### src/rtl/exu_muldiv.sv
// Multi-cycle RV32M execute unit: iterative shift-add multiplier and restoring divider
// sharing one 2*XLEN accumulator, with valid/ready handshakes and a pipeline flush.
module exu_muldiv #(
  parameter int XLEN           = 32,
  parameter int BITS_PER_CYCLE = 1,
  parameter int TAG_WIDTH      = 5
) (
  input  logic                 i_clk,
  input  logic                 i_rst_n,
  input  logic                 i_valid,
  output logic                 o_ready,
  input  logic [2:0]           i_funct3,
  input  logic [XLEN-1:0]      i_rs1_rd_data,
  input  logic [XLEN-1:0]      i_rs2_rd_data,
  input  logic [TAG_WIDTH-1:0] i_tag,
  input  logic                 i_flush,
  output logic                 o_valid,
  input  logic                 i_ready,
  output logic [XLEN-1:0]      o_dout,
  output logic [TAG_WIDTH-1:0] o_tag,
  output logic                 o_busy
);

  localparam int CNT_W = $clog2(XLEN / BITS_PER_CYCLE + 1);
  localparam logic [CNT_W-1:0] CNT_INIT = CNT_W'(XLEN / BITS_PER_CYCLE);
  localparam logic [CNT_W-1:0] CNT_LAST = CNT_W'(1);

  typedef enum logic [1:0] {IDLE, CALC, DONE} state_t;

  state_t                 state_q, state_d;
  logic [CNT_W-1:0]       cnt_q;
  logic [2:0]             op_q;
  logic [TAG_WIDTH-1:0]   tag_q;
  logic                   neg_q;
  logic [XLEN-1:0]        opnd_q;
  logic [2*XLEN-1:0]      acc_q, acc_n;

  logic                   accept, signed_a, signed_b, sgn_a, sgn_b;
  logic                   div_zero, div_ovf, special;
  logic [XLEN-1:0]        a_mag, b_mag, special_res;
  logic [XLEN:0]          sum, rem_ext, diff;
  logic [2*XLEN-1:0]      prod_fix;
  logic [XLEN-1:0]        div_raw, div_fix, calc_res;

  assign o_ready = (state_q == IDLE);
  assign o_valid = (state_q == DONE);
  assign o_busy  = (state_q != IDLE);
  assign accept  = i_valid && o_ready && !i_flush;

  // Operand conditioning at accept: magnitudes, result sign, and the
  // divide-by-zero / signed-overflow shortcuts that skip iteration.
  always_comb begin
    signed_a    = (i_funct3 == 3'b001) || (i_funct3 == 3'b010) ||
                  (i_funct3 == 3'b100) || (i_funct3 == 3'b110);
    signed_b    = (i_funct3 == 3'b001) || (i_funct3 == 3'b100) || (i_funct3 == 3'b110);
    sgn_a       = signed_a && i_rs1_rd_data[XLEN-1];
    sgn_b       = signed_b && i_rs2_rd_data[XLEN-1];
    a_mag       = sgn_a ? -i_rs1_rd_data : i_rs1_rd_data;
    b_mag       = sgn_b ? -i_rs2_rd_data : i_rs2_rd_data;
    div_zero    = i_funct3[2] && (i_rs2_rd_data == '0);
    div_ovf     = i_funct3[2] && !i_funct3[0] &&
                  (i_rs1_rd_data == {1'b1, {(XLEN-1){1'b0}}}) && (i_rs2_rd_data == '1);
    special     = div_zero || div_ovf;
    special_res = '0;
    if (div_zero)
      special_res = i_funct3[1] ? i_rs1_rd_data : '1;
    else if (div_ovf)
      special_res = i_funct3[1] ? '0 : i_rs1_rd_data;
  end

  // One CALC cycle: BITS_PER_CYCLE multiply or divide steps on the accumulator.
  // Multiply keeps {hi, multiplier}; divide keeps {remainder, dividend/quotient}.
  always_comb begin
    acc_n   = acc_q;
    sum     = '0;
    rem_ext = '0;
    diff    = '0;
    for (int k = 0; k < BITS_PER_CYCLE; k++) begin
      if (op_q[2]) begin
        rem_ext = acc_n[2*XLEN-1:XLEN-1];
        diff    = rem_ext - {1'b0, opnd_q};
        if (!diff[XLEN])
          acc_n = {diff[XLEN-1:0], acc_n[XLEN-2:0], 1'b1};
        else
          acc_n = {rem_ext[XLEN-1:0], acc_n[XLEN-2:0], 1'b0};
      end else begin
        sum   = {1'b0, acc_n[2*XLEN-1:XLEN]} + (acc_n[0] ? {1'b0, opnd_q} : '0);
        acc_n = {sum, acc_n[XLEN-1:1]};
      end
    end
  end

  always_comb begin
    prod_fix = neg_q ? -acc_n : acc_n;
    div_raw  = op_q[1] ? acc_n[2*XLEN-1:XLEN] : acc_n[XLEN-1:0];
    div_fix  = neg_q ? -div_raw : div_raw;
    case (op_q)
      3'b000:  calc_res = prod_fix[XLEN-1:0];
      3'b001,
      3'b010,
      3'b011:  calc_res = prod_fix[2*XLEN-1:XLEN];
      default: calc_res = div_fix;
    endcase
  end

  // Next-state logic; flush overrides everything, including accept and take.
  always_comb begin
    state_d = state_q;
    case (state_q)
      IDLE:    if (accept) state_d = special ? DONE : CALC;
      CALC:    if (cnt_q == CNT_LAST) state_d = DONE;
      DONE:    if (i_ready) state_d = IDLE;
      default: state_d = IDLE;
    endcase
    if (i_flush) state_d = IDLE;
  end

  always_ff @(posedge i_clk or negedge i_rst_n) begin
    if (!i_rst_n) begin
      state_q <= IDLE;
      cnt_q   <= '0;
      op_q    <= '0;
      tag_q   <= '0;
      neg_q   <= 1'b0;
      opnd_q  <= '0;
      acc_q   <= '0;
      o_dout  <= '0;
      o_tag   <= '0;
    end else begin
      state_q <= state_d;
      if (accept) begin
        op_q   <= i_funct3;
        tag_q  <= i_tag;
        neg_q  <= (i_funct3[2] && i_funct3[1]) ? sgn_a : (sgn_a ^ sgn_b);
        opnd_q <= i_funct3[2] ? b_mag : a_mag;
        acc_q  <= {{XLEN{1'b0}}, (i_funct3[2] ? a_mag : b_mag)};
        cnt_q  <= CNT_INIT;
        if (special) begin
          o_dout <= special_res;
          o_tag  <= i_tag;
        end
      end else if (state_q == CALC && !i_flush) begin
        acc_q <= acc_n;
        cnt_q <= cnt_q - CNT_LAST;
        if (cnt_q == CNT_LAST) begin
          o_dout <= calc_res;
          o_tag  <= tag_q;
        end
      end
    end
  end

endmodule

### config.mk
export PLATFORM = sky130hd
export DESIGN_NAME = exu_muldiv
export DESIGN_NICKNAME = d
export VERILOG_FILES = /design/src/rtl/exu_muldiv.sv
export SDC_FILE = /design/constraint.sdc
export NUM_CORES = 1
export LEC_CHECK = 0
export CAP_MARGIN = 20
export CORE_ASPECT_RATIO = 1.25
export CORE_MARGIN = 5
export CORE_UTILIZATION = 27
export DETAILED_ROUTE_END_ITERATION = 10
export GPL_ROUTABILITY_DRIVEN = 0
export PLACE_DENSITY_LB_ADDON = 0.2
export SYNTH_ARGS = -nofsm -noshare
export SYNTH_HDL_FRONTEND = slang
export SYNTH_SLANG_ARGS = --single-unit
### constraint.sdc
create_clock -name i_clk -period 7.7 [get_ports i_clk]
set_input_delay 1.54 -clock i_clk [delete_from_list [all_inputs] [get_ports i_clk]]
set_output_delay 1.54 -clock i_clk [all_outputs]
set_load 0.1 [all_outputs]
Word level (Yosys, flattened, before mapping). Index checks and enable logic that the tools add are counted.

Bits in writable memories: 0. Bits of input ports: 77. Logic and storage cells: 94. Latch bits: 0. Memory bits (read-only): 0. Output and inout port bits: 40. Memories kept: 0. Bits in registers: 150.

Bitwise logic cells: 1. Divide/modulo/power cells: 0. Add/sub/neg operators: 7. Shifts and indexed selects: 0. Order comparisons: 0. Equality and inequality tests: 16. Reductions and logical operators: 27. Muxes and demuxes: 34. Multiply operators: 0.

Operator list (count): two-way mux 32 bit (15); two-way mux 64 bit (5); negation 32 bit (3); == test 32 bit (second input constant) (2); negation 64 bit (1); case mux 32 bit (2 select lines) (1); adder 32 x 32 -> 33 bit (1); subtractor 33 x 32 -> 33 bit (1); zero test 32 bit (1); two-way mux 5 bit (4); two-way mux 6 bit (2); logical AND 1 bit (10); two-way mux 2 bit (5); == test 3 x 2 -> 1 bit (second input constant) (3); == test 3 x 1 -> 1 bit (second input constant) (2); == test 3 bit (second input constant) (2); == test 6 x 1 -> 1 bit (second input constant) (1); logical OR 1 bit (6); case mux 2 bit (3 select lines) (1); AND reduction 3 bit (2); nonzero test 2 bit (3); subtractor 6 x 1 -> 6 bit (second input constant) (1); zero test 3 bit (1); inequality test 3 x 1 -> 1 bit (second input constant) (1); 10 further kinds (11).

Logic depth before layout (Yosys ltp).
Word-level depth: 10. Gate-level depth with buffers: 26.

Least setup slack after synthesis. Ideal clock, no wire load.

Path type: flip-flop to flip-flop. Start point: register acc_q[31]. End point: register o_dout[26]. Buffers on the path: 2. Path slack: 2159 ps. Cell stages (with the launch flop): 27. Data arrival time: 5415 ps. Library setup time: 126 ps. Clock period less this slack: 5541 ps. Cells stage by stage: dfrtp_1 clkbuf_1 inv_1 ha_1 inv_1 fa_1 a211oi_1 o211ai_2 nand2_2 a211oi_4 o211ai_2 buf_6 nor2_1 nor2_1 ha_1 o221ai_1 a2111oi_2 nand4_1 or2_1 nor2_1 o211ai_1 a2111oi_2 nand4_1 o21ai_0 xor2_1 a221oi_1 nor2_1.

Longest elaborated chain between the ends: 10.

Ends and longest elaborated chain: start: declaration (RTL line 36) `logic [2*XLEN-1:0] acc_q, acc_n;`; start signal: assignment (RTL line 136) `acc_q <= {{XLEN{1'b0}}, (i_funct3[2] ? a_mag : b_mag)};`; start signal: assignment (RTL line 143) `acc_q <= acc_n;`; subtractor 33 x 32 -> 33 bit (RTL line 81) `diff = rem_ext - {1'b0, opnd_q};`; two-way mux 64 bit (RTL line 82) `if (!diff[XLEN])`; two-way mux 64 bit * (RTL line 79) `if (op_q[2]) begin`; two-way mux 32 bit (RTL line 95) `div_raw = op_q[1] ? acc_n[2*XLEN-1:XLEN] : acc_n[XLEN-1:0];`; negation 32 bit (RTL line 96) `div_fix = neg_q ? -div_raw : div_raw;`; two-way mux 32 bit (RTL line 96); case mux 32 bit (2 select lines) * (RTL line 97) `case (op_q)`; two-way mux 32 bit * (RTL line 145) `if (cnt_q == CNT_LAST) begin`; two-way mux 32 bit * (RTL line 142) `end else if (state_q == CALC && !i_flush) begin`; two-way mux 32 bit * (RTL line 131) `if (accept) begin`; end signal: assignment (RTL line 139) `o_dout <= special_res;`; end signal: assignment (RTL line 146) `o_dout <= calc_res;`; end: declaration (RTL line 19) `output logic [XLEN-1:0] o_dout,`.

Mark *: on every way between the ends. The rest lies on a longest branch, timed or not. The select of a mux whose other input is x is not followed. A chain may end at the register's enable or synchronous reset.

Worst setup path after layout.
Start point: register acc_q[31]. End point: register o_dout[28].

Same word-level chain as after synthesis.

==> flow_metrics.py <==
metrics = {
    "clock_network": {
        "ctsHoldBuffers": 0,
        "clk_latency_ns": 0.47,
        "postCtsSetupBuffers": 0,
        "clock_sinks": 150,
        "cts_resized": 0,
        "cts.clk_slew.worst_paths_ns": 0.07,
        "htreeDepth": 4,
        "cts_buffers": 17,
        "clock_path_buffers": 2,
        "cts_tree": "done",
        "cts_root_buf": "clkbuf_16",
    },
    "sta": {
        "min_period_ns": 6.35,
        "setup_tns_ns": 0,
        "layout_worst_path_cycle_share_pct": 82.4,
        "hold-worst-slack_ns": 0.472,
        "slew_headroom_pct": 23.2,
        "tightest_slew_ns": 1.15,
        "max_freq_mhz": 158,
        "hold_viol": 0,
        "setup_violations": 0,
        "finClkSkew_ns": 0.0145,
        "rsz0062_at_grt": "no",
        "slew_violations": 0,
    },
    "power_and_ir_drop": {
        "p_per_area_nw_per_um2": 453,
        "total_power_mw": 9.15,
        "cellLeakagePower_nw": 7.87,
        "peakVddDrop_mv": 0.222,
    },
    "global_routing": {
        "first_global_vias": 18722,
        "overflow": 0,
        "grt_pass1_wl_um": 120000,
        "grt_usage_pct": 22.2,
        "grt_max_degree": 85,
        "antenna_found_initial": 2,
    },
    "synth": {
        "ys_ff_latch": 150,
        "netlist_instances": 2365,
        "synthTopCellsByArea": "dfrtp_1, o21ai_0, xnor2_1",
        "synth-seq-area-share_pct": 21.2,
        "ys.flop_type": "dfrtp_1",
        "ys_warn_count": 0,
        "ys_types": 113,
        "synth_top_cell_by_area": "dfrtp_1",
        "synth-edff-count": 0,
        "ys_async_sr_fraction_pct": 100,
        "synthesis.area_um2": 17700,
        "synth.net_count": 2515,
        "avgSynthCellArea_um2": 7.49,
        "yosysMostFrequentCell": "nand2_1",
        "synthTopCellsByCount": "nand2_1, nor2_1, o21ai_0, a21oi_1, dfrtp_1",
        "synth_top_area_share_pct": 21.2,
    },
    "final_layout": {
        "fin_util_pct": 30.9,
        "area_growth_pct": 14.0,
        "final_area_um2": 20200,
        "fillers": 7078,
        "final_nets": 2548,
        "drive_above_1_share_pct": 8.21,
    },
    "hold_path": {
        "hp-start": "tag_q[4]",
        "hold_path.class": "flip-flop to flip-flop",
        "whs_path_depth": 2,
        "hold_path_end": "tag_q[4]",
    },
    "route": {
        "detail-route-antenna-nets": 0,
        "drt_wl_total_um": 81100,
        "drt_iter0_markers": 1473,
        "drc": 0,
        "wire_per_inst_um": 24.8,
        "via_per_inst": 5.77,
        "vias": 18851,
        "dr.pass1.iters": 6,
    },
    "place": {
        "dpl_cell_area_um2": 19600,
        "dp_hpwl_um": 63400,
        "placement.io_buffers": 116,
    },
    "die": {
        "core_area_um2": 65300,
        "start_util_pct": 27.1,
        "dieArea_um2": 70800,
        "num_io_pins": 117,
        "die_y_um": 296,
        "die_width_um": 239,
        "rows": 105,
    },
    "setup_path": {
        "r2r_start": "acc_q[31]",
        "required_ns": 8.06,
        "cpPeakStageDelay_ns": 0.56,
        "crit_path_frequent_cell": "nor2_1",
        "r2r_end": "o_dout[28]",
        "path_class": "flip-flop to flip-flop",
        "cp-startpoint": "acc_q[31]",
        "path_max_fanout": 9,
        "end_kind": "flip-flop",
        "worstPathArrival_ns": 6.71,
        "cp_slowest_cell": "a2111oi_2",
        "ff2ff_setup_slack_ns": 1.35,
        "reg2reg_depth": 25,
        "cp-start-kind": "flip-flop",
    },
    "job": {
        "cap_viol_max_count": 0,
    },
    "run_status": {
        "outcome": "completed",
    },
}
==> cell type report <==
| type | count | area [µm²] | area share [%] |
|---|---|---|---|
| diodes | 1 | 2.50 | 0.0124 |
| clock buffers | 17 | 425 | 2.11 |
| flip-flops and latches | 150 | 3760 | 18.6 |
| multi-input cells | 1988 | 12900 | 64.0 |
| clock inverters | 15 | 181 | 0.898 |
| inverters | 78 | 293 | 1.45 |
| well taps | 856 | 1070 | 5.30 |
| repair buffers | 163 | 1540 | 7.63 |
==> flip-flops by register name, summed over array words and instances, names as in the netlist <==
signal / count
acc_q: 64
o_dout: 32
opnd_q: 32
cnt_q: 6
o_tag: 5
tag_q: 5
op_q: 3
state_q: 2
neg_q: 1
==> cell families after synthesis <==
kind of cell	Yosys count	share of synthesized area, %
AOI/OAI and AO/OA	799	29.9
xor gates and xnor gates	192	9.49
adders and majority gates	73	5.24
buffers and inverters	227	6.01
DFF	150	21.2
muxes	86	5.33
and+or+nand+nor	838	22.8
==> worst max-delay path, delay by kind of cell (launching register included) <==
family / cells / cell delay [ns]
flip-flops: 1 / 0.52
adder cells (fa/ha/maj): 3 / 0.90
AO/OA/AOI/OAI: 11 / 2.68
buffers and inverters: 3 / 0.48
AND/OR/NAND/NOR: 7 / 1.50
XOR/XNOR: 1 / 0.16
==> cell usage in the layout, fill, tap and decap left out, drive strengths merged, types with 48 or more instances in the layout <==
master         count
inv               87
buf               48
xor2              73
a21oi            196
xnor2            119
and2              53
clkdlybuf4s50    114
nor2             241
nor3              52
ha                71
dfrtp            150
nand2            279
o21ai            230
mux2i             58
==> worst max-delay path by stage <==
stage / end / slack, ns / cells past startpoint
2_1_floorplan: o_dout[26] / 2.16 / 26
3_3_place_gp: o_dout[19] / 1.53 / 13
3_5_place_dp: o_dout[28] / 1.38 / 25
4_1_cts: o_dout[28] / 1.37 / 25
5_1_grt: o_dout[26] / 0.82 / 25
6_report: o_dout[28] / 1.35 / 25
==> routing by layer <==
metal / global-route usage [%] / part of all wire, % / wire, µm / vias to the layer above
li1: - / - / - / 8741
met5: 0 / 0 / 0 / -
met2: 38.6 / 48 / 38900 / 846
met1: 26.6 / 40 / 32400 / 9038
met4: 12.7 / 6.8 / 5520 / 0
met3: 2.23 / 5.2 / 4250 / 226
==> through the flow <==
step                cells  setup WS, ns
floorplan            2365          2.16
global placement     3232          1.53
detailed placement   3233          1.38
CTS                  3265          1.37
global route         3267         0.823
finish               3268          1.35
==> power breakdown <==
group	internal [mW]	switching, mW	leakage (nW)
clock	0.493	0.429	0.300
sequential	1.07	0.415	1.92
combinational	2.25	4.49	5.66
Power figures use the tool's default switching activity.
